[src/rtl/lpc_capture_fifo.sv]
// Captures completed LPC cycles as 48-bit records, buffers them in a FIFO and
// streams each one out as 6 bytes, MSB first, over a valid/ready byte interface.
module lpc_capture_fifo #(
    parameter int DEPTH = 16
) (
    input  logic        lpc_clock,
    input  logic        lpc_reset,
    input  logic [3:0]  in_cyctype_dir,
    input  logic [31:0] in_addr,
    input  logic [7:0]  in_data,
    input  logic        in_sync_timeout,
    input  logic        in_clock_enable,
    output logic [7:0]  out_byte,
    output logic        out_valid,
    input  logic        out_ready,
    output logic        out_last,
    output logic        fifo_empty,
    output logic        fifo_full,
    output logic [7:0]  drop_count
);
    localparam int AW = $clog2(DEPTH);
    localparam logic [AW:0] FULL_CNT = (AW+1)'(DEPTH);

    typedef enum logic {S_IDLE, S_SEND} state_t;

    logic [47:0]   r_mem [DEPTH];
    logic [AW-1:0] r_wptr, r_rptr;
    logic [AW:0]   r_count;
    logic          r_en_prev, r_ovf_pending;
    state_t        r_state;
    logic [47:0]   r_shift;
    logic [2:0]    r_idx;
    logic          r_valid, r_last;
    logic [7:0]    r_drop_count;

    logic          w_push_req, w_push, w_pop, w_empty, w_full;
    logic [47:0]   w_record;

    assign w_push_req = in_clock_enable & ~r_en_prev;
    assign w_empty    = (r_count == '0);
    assign w_full     = (r_count == FULL_CNT);
    assign w_push     = w_push_req & ~w_full;
    // A load happens from IDLE, or on the handshake of byte 5 for back-to-back records
    assign w_pop      = ~w_empty & ((r_state == S_IDLE) |
                        ((r_state == S_SEND) & out_ready & (r_idx == 3'd5)));
    assign w_record   = {in_sync_timeout, r_ovf_pending, 2'b00, in_cyctype_dir, in_addr, in_data};

    always_ff @(posedge lpc_clock) begin
        if (w_push) r_mem[r_wptr] <= w_record;
    end

    always_ff @(posedge lpc_clock or negedge lpc_reset) begin
        if (!lpc_reset) begin
            r_en_prev     <= 1'b1;
            r_wptr        <= '0;
            r_rptr        <= '0;
            r_count       <= '0;
            r_ovf_pending <= 1'b0;
            r_drop_count  <= 8'd0;
        end else begin
            r_en_prev <= in_clock_enable;
            if (w_push) begin
                r_wptr        <= r_wptr + 1'b1;
                r_ovf_pending <= 1'b0;
            end else if (w_push_req) begin
                r_ovf_pending <= 1'b1;
                if (r_drop_count != 8'hFF) r_drop_count <= r_drop_count + 8'd1;
            end
            if (w_pop) r_rptr <= r_rptr + 1'b1;
            case ({w_push, w_pop})
                2'b10:   r_count <= r_count + 1'b1;
                2'b01:   r_count <= r_count - 1'b1;
                default: r_count <= r_count;
            endcase
        end
    end

    always_ff @(posedge lpc_clock or negedge lpc_reset) begin
        if (!lpc_reset) begin
            r_state <= S_IDLE;
            r_shift <= '0;
            r_idx   <= 3'd0;
            r_valid <= 1'b0;
            r_last  <= 1'b0;
        end else begin
            case (r_state)
                S_IDLE: begin
                    if (w_pop) begin
                        r_shift <= r_mem[r_rptr];
                        r_idx   <= 3'd0;
                        r_valid <= 1'b1;
                        r_last  <= 1'b0;
                        r_state <= S_SEND;
                    end
                end
                S_SEND: begin
                    if (out_ready) begin
                        if (r_idx != 3'd5) begin
                            r_shift <= {r_shift[39:0], 8'h00};
                            r_idx   <= r_idx + 3'd1;
                            r_last  <= (r_idx == 3'd4);
                        end else if (w_pop) begin
                            r_shift <= r_mem[r_rptr];
                            r_idx   <= 3'd0;
                            r_last  <= 1'b0;
                        end else begin
                            r_shift <= '0;
                            r_idx   <= 3'd0;
                            r_valid <= 1'b0;
                            r_last  <= 1'b0;
                            r_state <= S_IDLE;
                        end
                    end
                end
                default: r_state <= S_IDLE;
            endcase
        end
    end

    assign out_byte   = r_shift[47:40];
    assign out_valid  = r_valid;
    assign out_last   = r_last;
    assign fifo_empty = w_empty;
    assign fifo_full  = w_full;
    assign drop_count = r_drop_count;
endmodule

[config.mk]
export PLATFORM = sky130hd
export DESIGN_NAME = lpc_capture_fifo
export DESIGN_NICKNAME = d
export VERILOG_FILES = /design/src/rtl/lpc_capture_fifo.sv
export SDC_FILE = /design/constraint.sdc
export NUM_CORES = 1
export LEC_CHECK = 0
export CELL_PAD_IN_SITES_DETAIL_PLACEMENT = 0
export CELL_PAD_IN_SITES_GLOBAL_PLACEMENT = 1
export CORE_ASPECT_RATIO = 1.75
export CORE_MARGIN = 4
export CORE_UTILIZATION = 25
export DETAILED_ROUTE_END_ITERATION = 12
export DONT_BUFFER_PORTS = 1
export GPL_TIMING_DRIVEN = 0
export MAX_ROUTING_LAYER = met4
export PLACE_DENSITY = 0.55
export SLEW_MARGIN = 5
export SYNTH_ARGS = -nofsm -noshare
export SYNTH_HDL_FRONTEND = slang
export SYNTH_SLANG_ARGS = --single-unit
[constraint.sdc]
create_clock -name lpc_clock -period 4.9 [get_ports lpc_clock]
set_clock_uncertainty 0.05 [all_clocks]
set_input_delay 0.245 -clock lpc_clock [delete_from_list [all_inputs] [get_ports lpc_clock]]
set_output_delay 0.245 -clock lpc_clock [all_outputs]
set_load 0.03 [all_outputs]
==> metrics.txt, run 1 <==
status=completed; Synth Instances=1419; Worst VDD drop=0.269 mV; hpwl dp=58100 um; Mapped Avg Cell Area=roughly 22 um2; DRC Markers=0; Layout fillers=11.9k; max_cap viols=0; clk sinks=813; relative slew slack=0.0938; CTS root buffer=clkbuf_16; power per cell area=517 mW/mm2; Post-Place Setup Slack=1.49 ns; layout cell share with drive strength beyond 1=0.264; Setup Crit Path Kind=flop to flop; Post CTS Setup Buffer Count=0; final setup margin=1.50 ns; Clock transition at path regs=0.06 ns; Core Area=around 0.12 mm2; largest net degree at the start of global routing=78; cell area after layout=between 0.03 and 0.04 mm2; DP Area=roughly 0.034 mm2; final worst path period share=0.695; port buffer count=0; Leakage=11.8 nW; Hold Crit Class=input port to flop; asr flop ratio synth=0.0947; die area=0.131 mm2; WL per Instance=between 20 and 30 um; GRT Total Usage=0.135; P&R area growth vs syn=19.1%; crit path DAT=roughly 3.7 ns; post-synthesis register bit count=813; Worst Path Max Fanout=16; fmax=294 MHz; post-cts resize count=0; Worst Path Required=5.18 ns; FF/Latch Area=roughly 0.024 mm2; Syn Std Cell Area=0.0313 mm2; Multi-input gate area=0.00687 mm2; RSZ-0062 raised after global routing=false; Adder-Cell Fraction of Synth Area=0.00400; Post-synth EDFFs=~740; clock latency on the worst-skew pair=0.66 ns; die height=~480 um; most frequent cells in the layout=edfxtp_1, mux4_2, mux2i_1; Setup crit end kind=flop; max-slew violations=0; I/O pin cnt=roughly 70; worst slew pin tran=1.36 ns; Post-CTS Hold Fix Bufs=49; crit path launch=r_count[4]$_DFFE_PN0P_; Fin. Hold Viols=0; # rows=approximately 170; crit start category=flop; post-layout min period=3.40 ns; Min-Delay Startpoint=out_ready; Mapped Nets=1478; main combinational cell family by area after synthesis=multiplexers; Antenna Violating Nets Remaining=0; Yosys cell types=47; antenna violations before repair=13; total number of vias=15.0k; DRT Wirelength=86100 um; commonest non-fill, non-tap cell in the layout=edfxtp_1; initial DRC count=1223; worst flop-to-flop path startpoint=r_count[4]$_DFFE_PN0P_; CTS tree=yes; Seq/Total Area, Yosys=0.768; Placer Congestion=0.762; global route overflow=0; Synth Area in Compound Gates=0.0283; vias in the first global route=16.1k; CTS Buf Count=75; Final setup viols=0; Initial Util=0.252; YS warnings=0; first-pass GRT wire length=122000 um; CTS HTree Levels=3; post-synthesis mux area share=0.163; Main synth FF type=edfxtp_1; width of the die=275 um; Clock Tree Buf Depth=3; Final Net Count=around 1.7k; post-synthesis simple-gate area fraction=0.0148; Via density=between 4 and 5; DR pass1 iterations=5; XOR/XNOR share of the synthesized area=0.00532
-- cell families (layout without fill, tap and decap cells) --
kind of cell / after synthesis / in the layout
muxes: 281 / 281
and+or+nand+nor: 93 / 93
xor gates and xnor gates: 19 / 19
AOI/OAI and AO/OA: 110 / 110
adders and majority gates: 10 / 10
other: 0 / 14
DFF: 813 / 813
buffers and inverters: 93 / 334
-- Yosys cell counts (all sizes together) (7+ instances only) --
cell	count	area (um2)
dfrtp	76	1900
nand2b	9	58.8
xor2	11	96.3
buf	65	418
o21ai	8	40.0
ha	10	125
a22oi	38	285
xnor2	8	70.1
clkbuf	22	82.6
nor2	22	82.6
o221ai	45	394
mux2i	92	921
nand2	32	123
mux4	183	4120
nand3	7	35.0
edfxtp	736	22100
-- per-layer routing --
layer,share of wire,global-route usage,up-vias
li1,-,-,6332
met1,0.37,0.147,8156
met2,0.55,0.244,413
met3,0.045,0.0235,139
met4,0.037,0.0512,0
met5,0,-,-
-- power breakdown --
part | internal, mW | total, mW | leakage, nW | switching, mW
registers | 8.09 | 8.44 | 7.66 | 0.346
clock network | 3.29 | 5.90 | 1.20 | 2.61
logic | 2.11 | 4.95 | 2.98 | 2.84
-- path summary, 6_finish.rpt --
kind | end | slack [ns] | cells after the start
max reg2reg | r_mem[11][41]$_DFFE_PP_ | 1.50 | 6
min reg2reg | r_shift[45]$_DFFE_PN0P_ | 0.44 | 2
min in group asynchronous | r_shift[43]$_DFFE_PN0P_ | 0.14 | 2
min | r_shift[24]$_DFFE_PN0P_ | 0.13 | 4
max | r_mem[11][41]$_DFFE_PP_ | 1.50 | 6
max in group asynchronous | r_rptr[1]$_DFFE_PN0P_ | 4.23 | 2
-- critical path: stages (launching register included) --
cell and delay, ns:
dfrtp_1 0.36, clkbuf_1 0.25, a21oi_1 0.65, nand2_1 0.46
nor2_4 0.79, buf_12 0.28, buf_12 0.21
-- layout make-up --
class | instances | area share
antenna | 14 | 0.000939
buffer | 87 | 0.0134
clock buffer | 101 | 0.0549
clock inverter | 39 | 0.0104
inverter | 6 | 0.000604
multi-input combinational | 513 | 0.184
sequential | 813 | 0.644
tap | 1643 | 0.0551
timing repair buffer | 101 | 0.0362
-- sequential cells by signal, indices dropped and copies added (netlist names) --
| register | count |
|---|---|
| out_valid | 1 |
| r_wptr | 4 |
| r_state | 1 |
| r_count | 5 |
| out_last | 1 |
| r_mem | 736 |
| r_ovf_pending | 1 |
| drop_count | 8 |
| r_rptr | 4 |
| r_idx | 3 |
| r_en_prev | 1 |
| r_shift | 48 |
-- through the flow --
step	hold WS [ns]	cells	TNS [ns]	power [mW]	util
6_report	0.129	3317	0	19.3	0.300
5_1_grt	0.122	3316	0	20.1	0.300
4_1_cts	0.0880	3303	0	19.6	0.300
3_5_place_dp	-0.0876	3114	0	13.6	0.276
3_3_place_gp	-0.0880	3062	-2045.74	13.4	0.268
2_1_floorplan	-0.101	1419	0	11.7	-
Note: power is estimated with default switching activity, not from simulation.
==> run 2: changes to the inputs <==
==> constraint.sdc (replaced) <==
create_clock -name lpc_clock -period 2.75 [get_ports lpc_clock]
set_clock_uncertainty 0.05 [all_clocks]
set_input_delay 0.1375 -clock lpc_clock [delete_from_list [all_inputs] [get_ports lpc_clock]]
set_output_delay 0.1375 -clock lpc_clock [all_outputs]
set_load 0.03 [all_outputs]
==> metrics.txt, run 2 (synthesized netlist as in run 1, its figures left out) <==
crit start category=flop (unchanged); CTS tree=yes (unchanged); # rows=171 (unchanged); Final setup viols=0 (unchanged); Core Area=0.124 mm2 (unchanged); vias in the first global route=16.2k (was 16.1k); final core occ=0.305 (was 0.300); die height=476 um (unchanged); CTS HTree Levels=3 (unchanged); max-slew violations=0 (unchanged); Clock Tree Buf Depth=3 (unchanged); DR pass1 iterations=5 (unchanged); largest net degree at the start of global routing=78 (unchanged); Worst VDD drop=0.462 mV (was 0.269 mV); crit path cell chain=buf_2, clkbuf_1, mux4_2, mux2i_1, o221ai_1 (was clkbuf_1, a21oi_1, nand2_1, nor2_4, buf_12, buf_12); DRT Wirelength=86700 um (was 86100 um); die area=0.131 mm2 (unchanged); initial DRC count=1120 (was 1223); Leakage=12.1 nW (was 11.8 nW); max_cap viols=0 (unchanged); antenna violations before repair=19 (was 13); crit path DAT=3.16 ns (was 3.69 ns); Antenna Violating Nets Remaining=0 (unchanged); Placer Congestion=0.760 (was 0.762); total number of vias=15.1k (was 15.0k); WL per Instance=26.0 um (was 25.9 um); layout cell share with drive strength beyond 1=0.283 (was 0.264); status=complete, but fails checks (was completed); FF/Latch Area=0.0240 mm2 (unchanged); post-route setup TNS=0 ns (unchanged); width of the die=275 um (unchanged); Critical Path Max Stage Delay=0.81 ns (was 0.79 ns); Setup crit end kind=flop (unchanged); I/O pin cnt=69 (unchanged); fmax=368 MHz (was 294 MHz); commonest non-fill, non-tap cell in the layout=edfxtp_1 (unchanged); max FFs per register=736 (unchanged); Setup Crit Path Kind=flop to flop (unchanged); Worst Path Max Fanout=10 (was 16); P&R area growth vs syn=21.1% (was 19.1%); Via density=4.53 (about the same); global route overflow=0 (unchanged); worst hold slack=-0.0491 ns (was 0.129 ns); final setup margin=0.0313 ns (was 1.50 ns); clock latency on the worst-skew pair=0.66 ns (about the same); Total Power=34.9 mW (was 19.3 mW); DRC Markers=0 (unchanged); GRT Total Usage=0.136 (was 0.135); worst slew pin tran=1.10 ns (was 1.36 ns); most flop-heavy register=r_mem (unchanged); port buffer count=0 (unchanged); CTS Buf Count=76 (was 75); first-pass GRT wire length=123000 um (was 122000 um); Worst Path Required=3.19 ns (was 5.18 ns); clk sinks=813 (unchanged); most frequent cells in the layout=edfxtp_1, mux4_2, mux2i_1 (unchanged); Fin. Hold Viols=4 (was 0); CTS root buffer=clkbuf_16 (unchanged); relative slew slack=0.267 (was 0.0938); hpwl dp=58800 um (was 58100 um); Multi-input gate area=0.00693 mm2 (was 0.00687 mm2); Layout fillers=11.8k (was 11.9k); RSZ-0062 raised after global routing=true (was false); Post-Place Setup Slack=-0.335 ns (was 1.49 ns); Hold Crit Class=input port to async pin (was input port to flop); Clock transition at path regs=0.07 ns (was 0.06 ns); Final Net Count=1671 (was 1656); slowest CP cell=clkbuf_1 (was nor2_4); post-layout min period=2.72 ns (was 3.40 ns); Initial Util=0.252 (unchanged); failing checks=hold timing; power per cell area=921 mW/mm2 (was 517 mW/mm2); final worst path period share=0.989 (was 0.695)
## run 2: report_power, final
part | internal, mW | switching (mW) | leakage (nW)
logic | 3.89 | 5.01 | 3.20
clock network | 6.17 | 4.73 | 1.23
registers | 14.4 | 0.704 | 7.66
## run 2: timing repair
action                                 in CTS  in global routing
gates resized for setup                    32                  3
hold buffers                               50                  0
setup endpoints to repair                 252                 93
endpoints found under the hold margin     822                  0
pin swaps                                   8                  2
cloned                                      0                  0
setup buffers                              17                  5
## run 2: final cells by class
class	instances	area share
Antenna cell	15	0.000991
Inverter	6	0.000594
Sequential cell	813	0.634
Clock buffer	94	0.0539
Clock inverter	44	0.0129
Buffer	82	0.0144
Tap cell	1643	0.0542
Timing Repair Buffer	120	0.0459
Multi-Input combinational cell	513	0.183
## run 2: final timing paths
check | start | endpoint | slack, ns | cells past startpoint
setup reg to reg | r_rptr[2]$_DFFE_PN0P_ | r_shift[31]$_DFFE_PN0P_ | 0.03 | 5
min in group lpc_clock | out_ready | r_idx[0]$_DFFE_PN0P_ | 0.36 | 3
setup / recovery | r_rptr[2]$_DFFE_PN0P_ | r_shift[31]$_DFFE_PN0P_ | 0.03 | 5
hold / removal | lpc_reset | r_shift[40]$_DFFE_PN0P_ | -0.05 | 2
max in group asynchronous | lpc_reset | r_wptr[0]$_DFFE_PN0P_ | 2.16 | 2
hold reg to reg | r_shift[45]$_DFFE_PN0P_ | r_shift[45]$_DFFE_PN0P_ | 0.44 | 2
## run 2: critical path, delay by kind of cell, from the launching register on
| kind | cells | cell delay (ns) |
|---|---|---|
| muxes | 2 | 0.87 |
| buffers and inverters | 2 | 1.10 |
| AOI/OAI and AO/OA | 1 | 0.21 |
| DFF | 1 | 0.31 |
## run 2: routing by layer
layer | track usage | up-vias | share of wire
met1 | 0.146 | 8279 | 0.37
met2 | 0.252 | 348 | 0.56
met5 | - | - | 0
li1 | - | 6356 | -
met4 | 0.0407 | 0 | 0.028
met3 | 0.0227 | 118 | 0.041
## run 2: stage by stage
stage	cell area, um2	std cells
after floorplan	31400	1419
after global placement	33400	3062
after detailed placement	34500	3110
after CTS	37800	3313
after global routing	37900	3330
final	37900	3330
==> run 3: changes to the inputs <==
--- a/config.mk
+++ b/config.mk
@@ -14,7 +14,7 @@
 export DONT_BUFFER_PORTS = 1
 export GPL_TIMING_DRIVEN = 0
 export MAX_ROUTING_LAYER = met4
-export PLACE_DENSITY = 0.55
+export PLACE_DENSITY = 0.53
 export SLEW_MARGIN = 5
 export SYNTH_ARGS = -nofsm -noshare
 export SYNTH_HDL_FRONTEND = slang
==> constraint.sdc (replaced) <==
create_clock -name lpc_clock -period 3 [get_ports lpc_clock]
set_clock_uncertainty 0.05 [all_clocks]
set_input_delay 0.15 -clock lpc_clock [delete_from_list [all_inputs] [get_ports lpc_clock]]
set_output_delay 0.15 -clock lpc_clock [all_outputs]
set_load 0.03 [all_outputs]
==> metrics.txt, run 3 (synthesized netlist as in run 1, its figures left out) <==
Worst Path Max Fanout=10 (unchanged); CTS tree=yes (unchanged); commonest non-fill, non-tap cell in the layout=edfxtp_1 (unchanged); port buffer count=0 (unchanged); first-pass GRT wire length=124000 um (was 123000 um); Post-Place Setup Slack=-0.513 ns (was -0.335 ns); Layout fillers=12.0k (was 11.8k); max-slew violations=0 (unchanged); final setup margin=0.0526 ns (was 0.0313 ns); total number of vias=15.0k (was 15.1k); hpwl dp=58700 um (was 58800 um); worst slew pin tran=1.15 ns (was 1.10 ns); vias in the first global route=16.4k (was 16.2k); crit path DAT=3.40 ns (was 3.16 ns); slowest CP cell=buf_1 (was clkbuf_1); largest net degree at the start of global routing=78 (unchanged); Clock Tree Buf Depth=3 (unchanged); Antenna Violating Nets Remaining=0 (unchanged); final core occ=0.304 (was 0.305); GRT Total Usage=0.137 (was 0.136); Total Power=31.7 mW (was 34.9 mW); Setup crit end kind=flop (unchanged); Final Net Count=1671 (unchanged); Worst Path Required=3.45 ns (was 3.19 ns); clk sinks=813 (unchanged); Via density=4.51 (was 4.53); # rows=171 (unchanged); DP Area=0.0346 mm2 (was 0.0345 mm2); power per cell area=840 mW/mm2 (was 921 mW/mm2); max_cap viols=0 (unchanged); Critical Path Max Stage Delay=0.78 ns (was 0.81 ns); relative slew slack=0.234 (was 0.267); I/O pin cnt=69 (unchanged); crit path cell chain=buf_2, buf_2, buf_1, mux4_2, mux2i_1, o221ai_1 (was buf_2, clkbuf_1, mux4_2, mux2i_1, o221ai_1); layout cell share with drive strength beyond 1=0.272 (was 0.283); Clock transition at path regs=0.07 ns (about the same); width of the die=275 um (unchanged); P&R area growth vs syn=20.6% (was 21.1%); status=completed (was complete, but fails checks); CTS root buffer=clkbuf_16 (unchanged); DRC Markers=0 (unchanged); die area=0.131 mm2 (unchanged); global route overflow=0 (unchanged); CTS HTree Levels=3 (unchanged); fmax=339 MHz (was 368 MHz); post-layout min period=2.95 ns (was 2.72 ns); most frequent cells in the layout=edfxtp_1, mux4_2, mux2i_1 (unchanged); Placer Congestion=0.782 (was 0.760); Fin. Hold Viols=0 (was 4); most frequent cell on the critical path=buf_2; CTS Buf Count=77 (was 76); Worst VDD drop=0.404 mV (was 0.462 mV); final worst path period share=0.982 (was 0.989); Layout Cells excl Fill=3331 (was 3330); antenna violations before repair=15 (was 19); Setup Crit Path Kind=flop to flop (unchanged); Final setup viols=0 (unchanged); Hold Crit Class=input port to async pin (unchanged); max FFs per register=736 (unchanged); crit start category=flop (unchanged); critical path's top delay family=buffers and inverters (unchanged); RSZ-0062 raised after global routing=false (was true); CP Buf/Inv Count=3 (was 2); dpl cells=3110 (unchanged); post-route setup TNS=0 ns (unchanged); DR pass1 iterations=4 (was 5); die height=476 um (unchanged); DRT Wirelength=87200 um (was 86700 um); Core Area=0.124 mm2 (unchanged); clock latency on the worst-skew pair=0.66 ns (about the same); worst hold slack=0.0566 ns (was -0.0491 ns); Initial Util=0.252 (unchanged); WL per Instance=26.2 um (was 26.0 um); initial DRC count=1105 (was 1120); cell area after layout=0.0378 mm2 (was 0.0379 mm2); Leakage=12.0 nW (was 12.1 nW); most flop-heavy register=r_mem (unchanged)
-- run 3: final cells by class --
cell class                 count  area (um2)  area share
sequential                   813       24000       0.636
multi-input combinational    513        6910       0.183
tap                         1643        2060      0.0545
clock buffer                  94        2020      0.0535
timing repair buffer         116        1740      0.0460
buffer                        85         517      0.0137
clock inverter                46         423      0.0112
antenna                       15        37.5    0.000994
inverter                       6        22.5    0.000597
-- run 3: what timing repair did --
item,4_1_cts,5_1_grt
endpoints found under the hold margin,822,0
hold buffers,49,0
resized for setup,12,3
endpoints found under the setup margin,656,4
setup buffers,19,0
pin swaps,9,0
-- run 3: final timing paths --
kind	slack, ns	start	end	cells past startpoint
worst max-delay path	0.05	r_rptr[2]$_DFFE_PN0P_	r_shift[30]$_DFFE_PN0P_	6
worst min-delay path	0.06	lpc_reset	r_shift[44]$_DFFE_PN0P_	2
worst max register to register	0.05	r_rptr[2]$_DFFE_PN0P_	r_shift[30]$_DFFE_PN0P_	6
worst min register to register	0.43	r_shift[45]$_DFFE_PN0P_	r_shift[45]$_DFFE_PN0P_	2
max in group asynchronous	2.46	lpc_reset	r_rptr[1]$_DFFE_PN0P_	2
min in group lpc_clock	0.06	in_clock_enable	r_en_prev$_DFF_PN1_	1
-- run 3: report_power, final --
group / internal (mW) / total, mW / switching [mW]
Clock: 5.36 / 9.67 / 4.31
Sequential: 13.2 / 13.8 / 0.582
Combinational: 3.53 / 8.24 / 4.71
Total: 22.1 / 31.7 / 9.60
-- run 3: metal layers --
layer	track usage	share of wire
met1	0.151	0.37
met2	0.248	0.55
met3	0.0219	0.039
met4	0.0499	0.036
met5	-	0
